File: src/rtl/multiword_add_seq.sv
// Multi-limb adder/subtractor: one 16-bit prefix adder is stepped across WORDS
// limbs, LSB limb first, with the inter-limb carry held in a register.

module prefix_add16 (
    input  logic [15:0] a,
    input  logic [15:0] b,
    input  logic        ci,
    output logic [15:0] s,
    output logic        co
);
    logic [15:0] g, p, gk, pk;

    // Kogge-Stone: carry-in is folded into bit 0's generate so the tree yields all carries
    always_comb begin
        g     = a & b;
        p     = a ^ b;
        gk    = g;
        pk    = p;
        gk[0] = g[0] | (p[0] & ci);
        for (int d = 1; d < 16; d = d * 2) begin
            // descending order keeps lower bits at the previous level's values
            for (int i = 15; i >= d; i--) begin
                gk[i] = gk[i] | (pk[i] & gk[i-d]);
                pk[i] = pk[i] & pk[i-d];
            end
        end
        s  = p ^ {gk[14:0], ci};
        co = gk[15];
    end
endmodule

module multiword_add_seq #(
    parameter int WORDS = 4
) (
    input  logic                  clk,
    input  logic                  rst_n,
    input  logic                  in_valid,
    output logic                  in_ready,
    input  logic                  op_sub,
    input  logic [16*WORDS-1:0]   a,
    input  logic [16*WORDS-1:0]   b,
    input  logic                  cin,
    output logic                  out_valid,
    input  logic                  out_ready,
    output logic [16*WORDS-1:0]   sum,
    output logic                  cout,
    output logic                  ovf,
    output logic                  busy
);
    localparam int W     = 16 * WORDS;
    localparam int IDX_W = (WORDS > 1) ? $clog2(WORDS) : 1;

    typedef enum logic [1:0] {IDLE, RUN, DONE} state_t;

    state_t             state, state_nxt;
    logic [W-1:0]       a_reg, b_reg, sum_reg;
    logic [W+15:0]      sum_cat;
    logic               carry, op_reg, cout_reg, ovf_reg;
    logic [IDX_W-1:0]   idx;
    logic               last;
    logic [15:0]        add_s;
    logic               add_co;

    prefix_add16 u_add (
        .a  (a_reg[15:0]),
        .b  (b_reg[15:0]),
        .ci (carry),
        .s  (add_s),
        .co (add_co)
    );

    assign last    = (idx == IDX_W'(WORDS - 1));
    // new limb enters at the top; after WORDS shifts limb 0 sits in bits [15:0]
    assign sum_cat = {add_s, sum_reg};

    always_ff @(posedge clk or negedge rst_n) begin
        if (!rst_n) state <= IDLE;
        else        state <= state_nxt;
    end

    always_comb begin
        state_nxt = state;
        case (state)
            IDLE:    if (in_valid)  state_nxt = RUN;
            RUN:     if (last)      state_nxt = DONE;
            DONE:    if (out_ready) state_nxt = IDLE;
            default:                state_nxt = IDLE;
        endcase
    end

    always_comb begin
        in_ready  = (state == IDLE);
        out_valid = (state == DONE);
        busy      = (state != IDLE);
    end

    always_ff @(posedge clk or negedge rst_n) begin
        if (!rst_n) begin
            a_reg    <= '0;
            b_reg    <= '0;
            sum_reg  <= '0;
            carry    <= 1'b0;
            op_reg   <= 1'b0;
            idx      <= '0;
            cout_reg <= 1'b0;
            ovf_reg  <= 1'b0;
        end else begin
            case (state)
                IDLE: if (in_valid) begin
                    // subtraction is A + ~B + ~borrow
                    a_reg  <= a;
                    b_reg  <= op_sub ? ~b : b;
                    op_reg <= op_sub;
                    carry  <= op_sub ^ cin;
                    idx    <= '0;
                end
                RUN: begin
                    a_reg   <= a_reg >> 16;
                    b_reg   <= b_reg >> 16;
                    sum_reg <= sum_cat[W+15:16];
                    carry   <= add_co;
                    idx     <= idx + 1'b1;
                    if (last) begin
                        ovf_reg  <= (a_reg[15] == b_reg[15]) && (add_s[15] != a_reg[15]);
                        cout_reg <= op_reg ^ add_co;
                    end
                end
                default: ;
            endcase
        end
    end

    assign sum  = sum_reg;
    assign cout = cout_reg;
    assign ovf  = ovf_reg;
endmodule
File: config.mk
export PLATFORM = sky130hd
export DESIGN_NAME = multiword_add_seq
export DESIGN_NICKNAME = d
export VERILOG_FILES = /design/src/rtl/multiword_add_seq.sv
export SDC_FILE = /design/constraint.sdc
export NUM_CORES = 1
export LEC_CHECK = 0
export CORE_MARGIN = 2
export CORE_UTILIZATION = 55
export CTS_CLUSTER_SIZE = 30
export DETAILED_ROUTE_END_ITERATION = 8
export PLACE_DENSITY = 0.87
export SYNTH_ARGS = -nofsm -noshare
export SYNTH_HDL_FRONTEND = slang
export SYNTH_SLANG_ARGS = --single-unit
export TNS_END_PERCENT = 50
File: constraint.sdc
create_clock -name clk -period 4.1 [get_ports clk]
set_input_delay 0.82 -clock clk [delete_from_list [all_inputs] [get_ports clk]]
set_output_delay 0.82 -clock clk [all_outputs]
set_load 0.1 [all_outputs]
# ---- Word level (Yosys, flattened, before mapping)
# Index checks and enable logic that the tools add are counted.
dict set report word_totals {
  regBits 200
  latchBits 0
  ram_bits 0
  romBits 0
  inputBits 134
  word_cells 179
  mem_count 0
}
dict set report op_classes {
  addsub 1
  n_mul 0
  div_mod_pow 0
  n_lt_le_gt_ge 0
  n_eq_ne 8
  n_shift 0
  muxes 13
  n_bitwise 140
  n_reduce_logical 8
}
# cell count
set ops {}
lappend ops {{$pmux 64 s2} 2}
lappend ops {{$mux 64} 3}
lappend ops {{$and 1x1->1} 84}
lappend ops {{$not 64->64} 1}
lappend ops {{$or 1x1->1} 50}
lappend ops {{$xor 16x16->16} 2}
lappend ops {{$and 16x16->16} 1}
lappend ops {{$mux 2} 4}
lappend ops {{$pmux 2 s3} 1}
lappend ops {{$reduce_and 2->1} 3}
lappend ops {{$eq 2x2->1 const B} 2}
lappend ops {{$ne 2x2->1 const B} 2}
lappend ops {{$pmux 2 s2} 1}
lappend ops {{$reduce_bool 2->1} 2}
lappend ops {{$reduce_and 3->1} 1}
lappend ops {{$add 2x1->2 const B} 1}
lappend ops {{$eq 2x1->1 const B} 1}
lappend ops {{$logic_not 2->1} 1}
lappend ops {{$ne 2x1->1 const B} 1}
lappend ops {{$pmux 1 s2} 1}
lappend ops {{$xor 1x1->1} 2}
lappend ops {{$eq 1x1->1} 1}
lappend ops {{$logic_and 1x1->1} 1}
lappend ops {{$mux 1} 1}
lappend ops {{$ne 1x1->1} 1}

# ---- Logic depth before layout (Yosys ltp)
dict set report logic_depth {
  depth_word 12
  depth_mapped 8
  mapped_depth_nobuf 8
}

# ---- By module
# From an unflattened synthesis, not the netlist that was laid out.
dict set report hier_totals {
  cells_unflattened 1062
  hier_area_um2 9882.0
}
# module n_inst cells_per_inst area_each_um2 seq_area_each_um2
set modules_own_cells {}
lappend modules_own_cells {multiword_add_seq 1 955 9093.7 5004.8}
lappend modules_own_cells {prefix_add16 1 107 788.3 0.0}

# ---- Worst setup path before layout
# Ideal clock, no wire load.
dict set report synth_timing {
  path_kind {reg2out}
  from {reg state[0]}
  to {out busy}
  arrival_ns 1.976
  required_ns 3.280
  setup_slack_ns 1.304
  stages_incl_launch_ff 3
  cell_sequence {dfrtp_1 > nor2_2 > inv_1}
}
dict set report synth_via {
  elab_chain_cells 1
}
# item line
set synth_rtl {}
lappend synth_rtl {{from (decl)} 55} ;# state_t state, state_nxt;
lappend synth_rtl {{from (signal assigned)} 78} ;# else state <= state_nxt;
lappend synth_rtl {{$reduce_bool 2->1} 94} ;# busy = (state != IDLE);
lappend synth_rtl {{to (decl)} 48} ;# output logic busy
# Every way passes these cells.

# ---- Worst setup path in the final report
dict set report layout_timing {
  from {reg state[0]}
  to {out in_ready}
}
dict set report layout_via {
  elab_chain_cells 1
}
# item line
set layout_rtl {}
lappend layout_rtl {{$logic_not 2->1} 92} ;# in_ready = (state == IDLE);
lappend layout_rtl {{to (decl)} 38} ;# output logic in_ready,
# Every way passes these cells.

==> out/summary.txt <==
==================================================================================
Resized cells post-CTS ..............................................            0
Number of buffers added by the clock tree synthesis step ............           17
Least-Margin Pin Slew ...............................................      1100 ps
Min cycle time layout ...............................................      3130 ps
Crit Path Max Fanout ................................................            4
Cell breakdown of the critical path ................................. nor2_2 > clkdlybuf4s50_1
Die Outline Area ....................................................   0.0183 mm²
Fraction of final layout cells with drive strength greater than 1 ...        4.58%
Post-Route Skew .....................................................      11.9 ps
Post-route fraction of the period consumed by the critical path .....        76.3%
Data arrival time of the worst path .................................      2310 ps
Setup repair after global routing missed its margin .................           no
Count of unique library cells instantiated by Yosys .................           47
Number of iterations in the first detailed-routing pass .............            6
# Post-CTS Setup Buffers ............................................            0
Layout-stage area growth over the synthesis result ..................        28.3%
First-pass GRT wire length ..........................................    38,200 µm
Worst hold path class ...............................................      reg2reg
Source of the worst register-to-register timing path ................     state[0]
Total number of placement rows ......................................           47
Total Nets Final ....................................................        1,341
Post-Synthesis Net Count ............................................        1,183
Die Height ..........................................................       135 µm
Worst hold start ....................................................      sum[12]
Effective utilization at floorplan ..................................        56.7%
Max stage delay cell, worst path .................................... clkdlybuf4s50_1
Via count of the routed design ......................................        8,023
Number of enable flip-flop cells after synthesis ....................            0
Port-buffer cells ...................................................          202
Required time reported for the critical path endpoint ...............      3280 ps
Final wirelength ....................................................    23,600 µm
Fin. max-slew vios ..................................................            0
Clock buffer depth ..................................................            2
Gr ovfl total .......................................................            0
Avg WL per Cell .....................................................      16.6 µm
Mean instance size in the synthesized netlist .......................     9.18 µm²
Asr flop ratio synth ................................................         100%
Critical path endpoint category .....................................  output port
Routed via count divided by cell count ..............................         5.65
Count of boundary I/O pins ..........................................          203
Vias in the first global route ......................................        7,539
DRC violations left .................................................            0
Area of the core ....................................................   0.0167 mm²
CTS tree ............................................................        built
Final Hold Viols ....................................................            0
Remaining number of nets flagged by the antenna check after routing .            0
Number of endpoints failing setup at the final stage ................            0
Pin count of the biggest net entering global routing ................          120
Adder and majority gate portion of the synthesized area .............        2.54%
Total of fill cells in the finished design ..........................        1,237
Register clock-pin slew on the reported worst setup and hold paths ..        70 ps
Sequential share of the synthesized area ............................        52.9%
Most used cells in the layout excluding fill and tap cells .......... nand2_1, dfrtp_1, clkdlybuf4s50_1
Number of hold buffers added after CTS ..............................            0
Clock latency of the later-clocked register in the worst-skew pair ..       440 ps
GRT Total Usage .....................................................        26.7%
Largest family of logic cells by synthesized area ................... simple AND/OR/NAND/NOR gates
Multiplexer fraction of the synthesized cell area ...................           0%
Die Span X ..........................................................       135 µm
Reported max-cap violation count ....................................            0
HPWL reported at the end of detailed placement ......................    16,500 µm
Flip-flop and latch count after synthesis ...........................          200
Synthesized-area fraction occupied by ao, oa, aoi and oai cells .....        14.3%
Crit-path max cell delay ............................................      1180 ps
Synthesized-area fraction occupied by and/or/nand/nor cells .........        20.0%
Peak clock frequency supported by timing ............................      320 MHz
Setup_tns ...........................................................         0 ps
Crit path buffers/inverters .........................................            1
CP delay by family, top ............................................. buffers and inverters
Level count of the clock H-tree .....................................            4
Antenna violations before repair ....................................            0
Most common cell after layout, fill and taps aside ..................      nand2_1
Most common flop cell mapped by yosys ...............................      dfrtp_1
CTS root buf ........................................................    clkbuf_16
Num Clock Sinks .....................................................          200
Count of inserted antenna diode cells ...............................            0
Number of warnings reported in the yosys synthesis log ..............            0
DRT iter0 DRCs ......................................................          636
Post-synthesis instance area ........................................  0.00947 mm²
Area share of xor/xnor cells in the synthesized design ..............        6.66%
Final weighted congestion of routability-driven global placement ....        0.856
WS Path Type ........................................................      reg2out
Normalized max-slew margin ..........................................        26.2%
Mapped Cells ........................................................        1,031
Start point of the critical path ....................................     state[0]
Run status .......................................................... complete, no violations
Startpoint type of the worst setup path .............................     register
==================================================================================
cell families (layout without fill, tap and decap cells):
| logic type | count (synthesis) | count (layout) |
|---|---|---|
| buffers and inverters | 78 | 248 |
| AND/OR/NAND/NOR | 481 | 481 |
| AO/OA/AOI/OAI | 182 | 182 |
| flip-flops | 200 | 200 |
| XOR/XNOR | 72 | 72 |
| adder cells (fa/ha/maj) | 18 | 18 |
final cells by class:
class	instances	area (µm²)	area share (%)
multi-input combinational	753	4150	34.2
inverter	6	22.5	0.185
clock inverter	11	146	1.20
sequential	200	5000	41.2
tap	220	275	2.27
clock buffer	20	437	3.59
timing repair buffer	211	2120	17.4
stage by stage:
stage / cell area [µm²] / setup slack [ps] / hold slack (ps) / util [%] / std cells
final: 12200 / 972 / 473 / 72.8 / 1421
after floorplan: 9470 / 1300 / 453 / - / 1031
after CTS: 12200 / 958 / 479 / 72.8 / 1421
after detailed placement: 11600 / 1370 / 462 / 69.3 / 1390
after global placement: 11600 / 1410 / 457 / 69.3 / 1390
after global routing: 12200 / 909 / 494 / 72.8 / 1421
cell usage after synthesis (4+ instances only):
cell type,number,area share [%]
a211oi_1,4,0.32
inv_1,6,0.24
clkbuf_1,36,1.4
ha_1,16,2.1
nand4_1,5,0.33
nor2_1,109,4.3
xnor2_1,69,6.4
nand2_1,321,13
a221o_1,48,5.1
nand3_1,32,1.7
buf_1,9,0.36
a31oi_1,48,3.2
a21oi_1,15,0.79
o21ai_0,36,1.9
buf_2,23,1.2
dfrtp_1,200,53
worst min-delay path, delay by kind of cell, from the launching register on:
| family | cells | cell delay, ps |
|---|---|---|
| DFF | 1 | 340 |
| and+or+nand+nor | 2 | 100 |
path summary, 6_finish.rpt:
check,depth (start not counted),end,slack [ps]
setup / recovery,2,in_ready,970
hold / removal,2,sum[12],470
setup reg to reg,5,cout,1440
hold reg to reg,2,sum[12],470
max in group asynchronous,2,sum[61],2580
min in group asynchronous,1,a_reg[55],520
metal layers:
layer	vias to the layer above	part of all wire, %	global-route usage (%)
li1	3801	-	-
met1	3870	43	37.1
met2	319	48	43.1
met3	33	6.3	4.90
met4	0	2.1	8.68
met5	-	0	0
Power is not shown: default switching activity piles up to over one toggle a cycle in this logic, so the estimate is an artifact.
